[src/rtl/output_manager.sv]
// Front-panel output manager for the SAP1 board: drives four active-low 7-segment digits and
// ten status LEDs, showing a mode banner after every mode change and then the per-mode view.
module output_manager #(
    parameter int BANNER_CYCLES = 50_000_000,
    parameter int PAGE_CYCLES   = 100_000_000,
    parameter int BLINK_HALF    = 12_500_000
) (
    input  logic       clk,
    input  logic       rst_n,
    input  logic [1:0] masterMode,
    input  logic       subMode3,
    input  logic [3:0] ram_addr,
    input  logic [7:0] ram_data,
    input  logic [3:0] sap_pc,
    input  logic [7:0] sap_a,
    input  logic [7:0] sap_b,
    input  logic [7:0] sap_out,
    input  logic       sap_halt,
    input  logic       page_step,
    output logic [6:0] HEX3,
    output logic [6:0] HEX2,
    output logic [6:0] HEX1,
    output logic [6:0] HEX0,
    output logic [9:0] LEDR
);
    localparam int BW = $clog2(BANNER_CYCLES + 1);
    localparam int PW = $clog2(PAGE_CYCLES + 1);
    localparam int KW = $clog2(BLINK_HALF + 1);

    // Reset loads one extra count so the banner is seen for the full duration after release.
    localparam logic [BW-1:0] BANNER_LOAD  = BW'(BANNER_CYCLES - 1);
    localparam logic [BW-1:0] BANNER_RESET = BW'(BANNER_CYCLES);
    localparam logic [PW-1:0] PAGE_LAST    = PW'(PAGE_CYCLES - 1);
    localparam logic [KW-1:0] BLINK_LAST   = KW'(BLINK_HALF - 1);
    localparam logic [6:0]    SEG_BLANK    = 7'h7F;
    localparam logic [6:0]    SEG_DASH     = 7'h3F;

    typedef enum logic {BANNER, SHOW} state_t;
    typedef enum logic [1:0] {K_DIGIT, K_BLANK, K_DASH} kind_t;

    state_t        state_reg, state_next;
    logic [BW-1:0] banner_cnt_reg, banner_cnt_next;
    logic [1:0]    mode_reg, mode_next;
    logic [1:0]    page_reg, page_next;
    logic [PW-1:0] page_cnt_reg, page_cnt_next;
    logic          blink_reg, blink_next;
    logic [KW-1:0] blink_cnt_reg, blink_cnt_next;
    logic          step_prev_reg;
    logic          sub_prev_reg;
    logic [6:0]    hex_reg [4];
    logic [9:0]    ledr_reg;

    logic          mode_change;
    logic          step_rise;
    logic          sub_toggle;
    logic          page_adv;

    kind_t         kind [4];
    logic [3:0]    nib [4];
    logic [6:0]    hex_enc [4];
    logic [9:0]    ledr_next;
    logic [7:0]    sel_byte;

    function automatic logic [6:0] seg7(input logic [3:0] d);
        logic [6:0] s;
        case (d)
            4'h0:    s = 7'h40;
            4'h1:    s = 7'h79;
            4'h2:    s = 7'h24;
            4'h3:    s = 7'h30;
            4'h4:    s = 7'h19;
            4'h5:    s = 7'h12;
            4'h6:    s = 7'h02;
            4'h7:    s = 7'h78;
            4'h8:    s = 7'h00;
            4'h9:    s = 7'h10;
            4'hA:    s = 7'h08;
            4'hB:    s = 7'h03;
            4'hC:    s = 7'h46;
            4'hD:    s = 7'h21;
            4'hE:    s = 7'h06;
            default: s = 7'h0E;
        endcase
        return s;
    endfunction

    always_comb begin
        mode_change     = (masterMode != mode_reg);
        step_rise       = page_step & ~step_prev_reg;
        sub_toggle      = (subMode3 != sub_prev_reg);
        state_next      = state_reg;
        banner_cnt_next = banner_cnt_reg;
        mode_next       = mode_reg;
        page_next       = page_reg;
        page_cnt_next   = page_cnt_reg;
        blink_next      = blink_reg;
        blink_cnt_next  = blink_cnt_reg;
        page_adv        = 1'b0;

        if (mode_change) begin
            // A mode change wins over any page event arriving in the same cycle.
            state_next      = BANNER;
            banner_cnt_next = BANNER_LOAD;
            mode_next       = masterMode;
            if (masterMode == 2'd1) begin
                blink_next     = 1'b1;
                blink_cnt_next = '0;
            end
            if (masterMode == 2'd2) begin
                page_next     = '0;
                page_cnt_next = '0;
            end
        end else begin
            if (state_reg == BANNER) begin
                if (banner_cnt_reg == '0) begin
                    state_next = SHOW;
                end else begin
                    banner_cnt_next = banner_cnt_reg - BW'(1);
                end
            end

            if (mode_reg == 2'd1 && state_reg == SHOW) begin
                if (blink_cnt_reg == BLINK_LAST) begin
                    blink_cnt_next = '0;
                    blink_next     = ~blink_reg;
                end else begin
                    blink_cnt_next = blink_cnt_reg + KW'(1);
                end
            end

            if (sap_halt) begin
                page_next = 2'd3;
            end
            if (sub_toggle) begin
                page_cnt_next = '0;
            end else if (!sap_halt && mode_reg == 2'd2 && subMode3 && state_reg == SHOW) begin
                if (page_cnt_reg == PAGE_LAST) begin
                    page_cnt_next = '0;
                    page_adv      = 1'b1;
                end else begin
                    page_cnt_next = page_cnt_reg + PW'(1);
                end
            end
            if (!sap_halt && mode_reg == 2'd2 && !subMode3 && step_rise) begin
                page_adv = 1'b1;
            end
            if (page_adv) begin
                page_next = page_reg + 2'd1;
            end
        end
    end

    always_comb begin
        kind      = '{default: K_BLANK};
        nib       = '{default: 4'h0};
        ledr_next = {mode_next, 8'h00};

        case (page_next)
            2'd0:    sel_byte = {4'h0, sap_pc};
            2'd1:    sel_byte = sap_a;
            2'd2:    sel_byte = sap_b;
            default: sel_byte = sap_out;
        endcase

        if (state_next == BANNER) begin
            kind[3] = K_DASH;
            kind[2] = K_DASH;
            kind[0] = K_DIGIT;
            nib[0]  = {2'b00, mode_next};
        end else begin
            case (mode_next)
                2'd2: begin
                    kind[3]   = K_DIGIT;
                    nib[3]    = {2'b00, page_next};
                    kind[1]   = K_DIGIT;
                    nib[1]    = sel_byte[7:4];
                    kind[0]   = K_DIGIT;
                    nib[0]    = sel_byte[3:0];
                    ledr_next = {mode_next, sap_out};
                end
                2'd3: begin
                    kind[0]   = K_DIGIT;
                    nib[0]    = {3'b000, subMode3};
                    ledr_next = {mode_next, ram_data};
                end
                default: begin
                    kind[2]   = (mode_next == 2'd1 && !blink_next) ? K_BLANK : K_DIGIT;
                    nib[2]    = ram_addr;
                    kind[1]   = K_DIGIT;
                    nib[1]    = ram_data[7:4];
                    kind[0]   = K_DIGIT;
                    nib[0]    = ram_data[3:0];
                    ledr_next = {mode_next, ram_data};
                end
            endcase
        end
    end

    genvar gi;
    generate
        for (gi = 0; gi < 4; gi++) begin : g_enc
            assign hex_enc[gi] = (kind[gi] == K_DASH)  ? SEG_DASH  :
                                 (kind[gi] == K_BLANK) ? SEG_BLANK : seg7(nib[gi]);
        end
    endgenerate

    always_ff @(posedge clk) begin
        if (!rst_n) begin
            state_reg      <= BANNER;
            banner_cnt_reg <= BANNER_RESET;
            mode_reg       <= masterMode;
            page_reg       <= '0;
            page_cnt_reg   <= '0;
            blink_reg      <= 1'b1;
            blink_cnt_reg  <= '0;
            step_prev_reg  <= 1'b0;
            sub_prev_reg   <= subMode3;
            for (int i = 0; i < 4; i++) begin
                hex_reg[i] <= SEG_BLANK;
            end
            ledr_reg       <= '0;
        end else begin
            state_reg      <= state_next;
            banner_cnt_reg <= banner_cnt_next;
            mode_reg       <= mode_next;
            page_reg       <= page_next;
            page_cnt_reg   <= page_cnt_next;
            blink_reg      <= blink_next;
            blink_cnt_reg  <= blink_cnt_next;
            step_prev_reg  <= page_step;
            sub_prev_reg   <= subMode3;
            for (int i = 0; i < 4; i++) begin
                hex_reg[i] <= hex_enc[i];
            end
            ledr_reg       <= ledr_next;
        end
    end

    assign HEX3 = hex_reg[3];
    assign HEX2 = hex_reg[2];
    assign HEX1 = hex_reg[1];
    assign HEX0 = hex_reg[0];
    assign LEDR = ledr_reg;

endmodule

[config.mk]
export PLATFORM = sky130hd
export DESIGN_NAME = output_manager
export DESIGN_NICKNAME = d
export VERILOG_FILES = /design/src/rtl/output_manager.sv
export SDC_FILE = /design/constraint.sdc
export NUM_CORES = 1
export LEC_CHECK = 0
export BUFFER_PORTS_ARGS = -buffer_cell sky130_fd_sc_hd__buf_2
export CAP_MARGIN = 20
export CORE_MARGIN = 5
export CORE_UTILIZATION = 60
export CTS_CLUSTER_DIAMETER = 50
export DETAILED_ROUTE_END_ITERATION = 8
export PLACE_DENSITY = 0.82
export SLEW_MARGIN = 20
export SYNTH_ARGS = -nofsm -noshare
export SYNTH_HDL_FRONTEND = slang
export SYNTH_SLANG_ARGS = --single-unit
[constraint.sdc]
create_clock -name clk -period 11.85 [get_ports clk]
set_clock_uncertainty 0.15 [all_clocks]
set_input_delay 2.37 -clock clk [delete_from_list [all_inputs] [get_ports clk]]
set_output_delay 2.37 -clock clk [all_outputs]
set_load 0.005 [all_outputs]
**Word-level counts from Yosys, hierarchy flattened**

Memory sizes are Yosys's and may differ from the RTL's.
Cells that the tools add are included.

- Bits in registers: 95
- Bits in latches: 0
- Memory bits (writable): 28
- ROM bits: 448
- Output and inout port bits: 38
- Logic and storage cells: 131
- Memories: 5

Memories:

| name | depth | width | rd ports | clocked after memory_dff | write ports | RTL line | text |
|---|---|---|---|---|---|---|---|
| (name not given) | 16 | 7 | 1 | 0 | 0 | 66 | `case (d)` |
| (name not given) | 16 | 7 | 1 | 0 | 0 | 66 |  |
| (name not given) | 16 | 7 | 1 | 0 | 0 | 66 |  |
| (name not given) | 16 | 7 | 1 | 0 | 0 | 66 |  |
| hex_reg | 4 | 7 | 4 | 0 | 4 | 50 | `logic [6:0] hex_reg [4];` |

- Add/subtract/negate cells: 4
- Multipliers: 0
- Div/mod/pow operators: 0
- $lt $le $gt $ge: 0
- Equal/unequal tests: 23
- Shift-type cells: 0
- Multiplexer cells: 56
- Bitwise operators: 10
- Reduce and logical (&&, ||, !) cells: 21

Operators by type and width:

| kind | count |
|---|---|
| two-way mux 27 bit | 5 |
| two-way mux 24 bit | 4 |
| two-way mux 7 bit | 10 |
| two-way mux 8 bit | 4 |
| adder 27 x 1 -> 27 bit (second input constant) | 1 |
| equality test 27 bit (second input constant) | 1 |
| logical NOT 26 bit | 1 |
| subtractor 26 x 1 -> 26 bit (second input constant) | 1 |
| adder 24 x 1 -> 24 bit (second input constant) | 1 |
| equality test 24 bit (second input constant) | 1 |
| one-hot mux 8 bit (3 select lines) | 1 |
| two-way mux 1 bit | 19 |
| equality test 2 bit (second input constant) | 8 |
| one-hot mux 4 bit (2 select lines) | 2 |
| equality test 2 x 1 -> 1 bit (second input constant) | 7 |
| two-way mux 2 bit | 7 |
| two-way mux 12 bit | 1 |
| two-way mux 4 bit | 3 |
| AND reduction 2 bit | 5 |
| logical AND 1 bit | 7 |
| != test 2 x 1 -> 1 bit (second input constant) | 3 |
| NOT 1 bit | 5 |
| bitwise OR 1 bit | 4 |
| OR reduction 2 bit | 2 |
| 9 further kinds | 11 |

**Logic depth before layout (Yosys ltp)**

An unclocked memory read counts as a cell.

- Depth in word-level cells: 18
- Mapped depth: 16

**Worst setup path before layout**

No wires, ideal clock.

- Path type: input-to-reg
- Start point: input masterMode[0]
- End point: memory hex_reg[0][3]
- Arrival: 5.229 ns
- Slack: 6.325 ns
- Stages: 16
- Buffers on the path: 3
- Cell sequence: buf_2 -> xor2_1 -> nor2_1 -> buf_4 -> o21ai_0 -> nand2b_1 -> nand4_2 -> clkbuf_1 -> or3_1 -> a41oi_1 -> inv_1 -> ha_1 -> inv_1 -> nor2_1 -> a2111oi_0 -> a41oi_1

RTL lines:

| element | RTL line | text |
|---|---|---|
| start, declared | 10 | `input logic [1:0] masterMode,` |
| end, declared | 50 |  |

==> reports/qor.yml <==
outcome: "completed"
grt_usage: 0.259
cts_resized: 0
syn_nets: 853
power_frac_comb: 0.076
synth_cell_types: 83
ys_warn_count: 0
rsz0062_at_grt: "no"
placementRows: 38
ys_top_cells_by_count: "dfxtp_1, nor2_1, nand2_1, a21oi_1, o21ai_0"
synth_area_leaders: "dfxtp_1, nor2_1, nand2_1, a21oi_1, ha_1"
hold_class: "flop to flop"
p_leak_uw: 0.00304
worst_pin_slew_ns: 0.844
startpoint_type: "input port"
root_buffer: "clkbuf_8"
synth_top_area_share: 0.377
diodes: 0
swShare: 0.236
viasPerCell: 6.07
whs_endpoint: "page_cnt_reg[1]"
placed_area_um2: 6940
detail_route.iter0.violations: 577
antenna_left: 0
synth_ff_type: "dfxtp_1"
synth_area_um2: 6470
dr.pass1.iters: 7
ys_async_sr_fraction: 0
maxClockFrequency_mhz: 176
drv_cap: 0
syn-mean-instance-area_um2: 8.24
antenna_found_initial: 1
fin_ws_ns: 6.16
grt_pass1_wl_um: 27300
overflow: 0
clk_latency_ns: 0.53
synth-edff-count: 0
r2r_start: "page_cnt_reg[0]"
wl_per_cell_um: 16.3
crit_buf_inv: 4
htreeDepth: 4
power_density_nw_per_um2: 132
n_fill_cell: 845
drc: 0
drt_wl_total_um: 16500
place_congestion: 0.948
cts_buffers: 17
multiInputGateArea_um2: 3800
vias: 6151
top_level_ports: 85
hold_start: "page_cnt_reg[1]"
worstPathCellList: "buf_2 > xor2_1 > nor2_1 > buf_4 > o21ai_0 > nand2b_1 > nand4_2 > or3_1 > a41oi_1 > inv_1 > ha_1 > inv_1 > nor2_1 > a2111oi_0 > a41oi_1"
crit_path_end_kind: "flop"
cpLargestDelayFamily: "simple AND/OR/NAND/NOR gates"
path_class: "input port to flop"
die_w_um: 114
fin_nets: 927
grt_pass1_vias: 5967
synth-seq-area-share: 0.377
cpMaxStageDelayCell: "or3_1"
p_sw_uw: 234
dpl.hpwl_um: 11600
fin_tns_setup_ns: 0
ys_seq_elements: 122
cts_tree: "built"
core_um2: 10700
post-cts-setup-buffer-count: 0
worstPathArrival_ns: 5.92
finalSetupViolations: 0
slowest_delay_ns: 0.57
cp.required_ns: 12.09
crit_path_max_fanout: 21
stdcell_area_um2: 7520
grt_max_degree: 39
synth_area_leader_cell: "dfxtp_1"
synth.most_common_cell: "dfxtp_1"
regArea_um2: 2440
die_h_um: 114
cts.clk_slew.worst_paths_ns: 0.06
area_growth_pct: 16.2
whs_path_depth: 2
die-area_um2: 13000
reg2reg_slack_ns: 7.59
syn_inst: 786
internal_power_uw: 758
hold_violations: 0
r2r-end: "hex_reg[0][3]"
reg2reg_depth: 14
drive_gt1_frac: 0.166
power_frac_clock: 0.498
hold_buffers: 0
period_share: 0.480
layout_min_cycle_time_ns: 5.69
worst_ir_drop_vdd_uv: 101
place_worst_setup_slack_ns: 5.71
drv_slew: 0
io_buffers: 84
start_util: 0.605
cts_sinks: 122
cts_buffer_depth: 2
seqPwrFrac: 0.426
slew_headroom: 0.435
## layout by cell type, fill, tap and decap left out, types with 7 or more instances in the layout
| cell | synthesis | routed |
|---|---|---|
| nand2b_1 | 9 | 9 |
| ha_1 | 20 | 20 |
| and4_1 | 7 | 7 |
| xor2_1 | 25 | 25 |
| o21ai_0 | 49 | 49 |
| inv_1 | 22 | 22 |
| buf_2 | 2 | 84 |
| nor2_1 | 85 | 85 |
| a31oi_1 | 8 | 8 |
| nand4_1 | 13 | 13 |
| xnor2_1 | 18 | 18 |
| nand3_1 | 39 | 39 |
| nor4_1 | 9 | 9 |
| mux2i_1 | 14 | 14 |
| and3_1 | 23 | 23 |
| a21oi_1 | 56 | 56 |
| clkbuf_16 | 0 | 16 |
| dfxtp_1 | 122 | 122 |
| nor3_1 | 20 | 20 |
| nand2_1 | 81 | 81 |
| or3_1 | 17 | 17 |
## layer usage
metal / vias up / track usage / wire length, um
met5: - / 0 / 12
li1: 2983 / - / -
met2: 196 / 0.442 / 8250
met1: 2924 / 0.308 / 6930
met4: 2 / 0.116 / 341
met3: 46 / 0.0637 / 990
## power groups by stage
stage / clock network, uW / registers (uW) / logic (uW)
floorplan: 0 / 429 / 49.8
global placement: 0 / 431 / 71.2
detailed placement: 0 / 431 / 73.8
CTS: 497 / 422 / 74.4
global route: 518 / 423 / 83.6
finish: 494 / 422 / 75.6
## worst max-delay path by stage
stage,start,end,slack (ns),cells past startpoint
finish,masterMode[1],hex_reg[0][3],6.16,15
global route,masterMode[1],hex_reg[0][3],5.89,14
CTS,masterMode[1],hex_reg[0][3],6.24,15
detailed placement,masterMode[1],hex_reg[0][3],5.71,15
global placement,masterMode[1],hex_reg[0][3],5.95,15
floorplan,masterMode[0],hex_reg[0][3],6.33,16
## layout make-up
type | count | area share
clock buffers | 24 | 0.0625
clock inverters | 8 | 0.0123
inverters | 23 | 0.0115
multi-input cells | 608 | 0.505
flip-flops and latches | 122 | 0.325
well taps | 140 | 0.0233
repair buffers | 88 | 0.0609
## through the flow
stage / hold WS (ns) / std cells / total power (uW) / utilization
4_1_cts: 0.332 / 1012 / 993 / 0.702
3_5_place_dp: 0.312 / 980 / 504 / 0.649
5_1_grt: 0.360 / 1013 / 1020 / 0.703
2_1_floorplan: 0.287 / 786 / 479 / -
6_report: 0.330 / 1013 / 992 / 0.703
3_3_place_gp: 0.294 / 980 / 502 / 0.649
## worst register-to-register path: stages (launching register included)
cell and delay (ns):
dfxtp_1 0.37, ha_1 0.25, and3_1 0.18, and4_1 0.26, nand3_1 0.11, mux2i_1 0.20
nand4_2 0.46, or3_1 0.57, a41oi_1 0.55, inv_1 0.14, ha_1 0.24, inv_1 0.11
nor2_1 0.05, a2111oi_0 0.39, a41oi_1 0.08
## kinds of logic after synthesis
group / share of synthesized area
simple gates: 0.287
fa+ha+maj: 0.0386
mux: 0.0269
buf+inv: 0.0363
flops: 0.377
compound gates: 0.176
xor+xnor: 0.0582
Note: power is estimated with default switching activity, not from simulation.
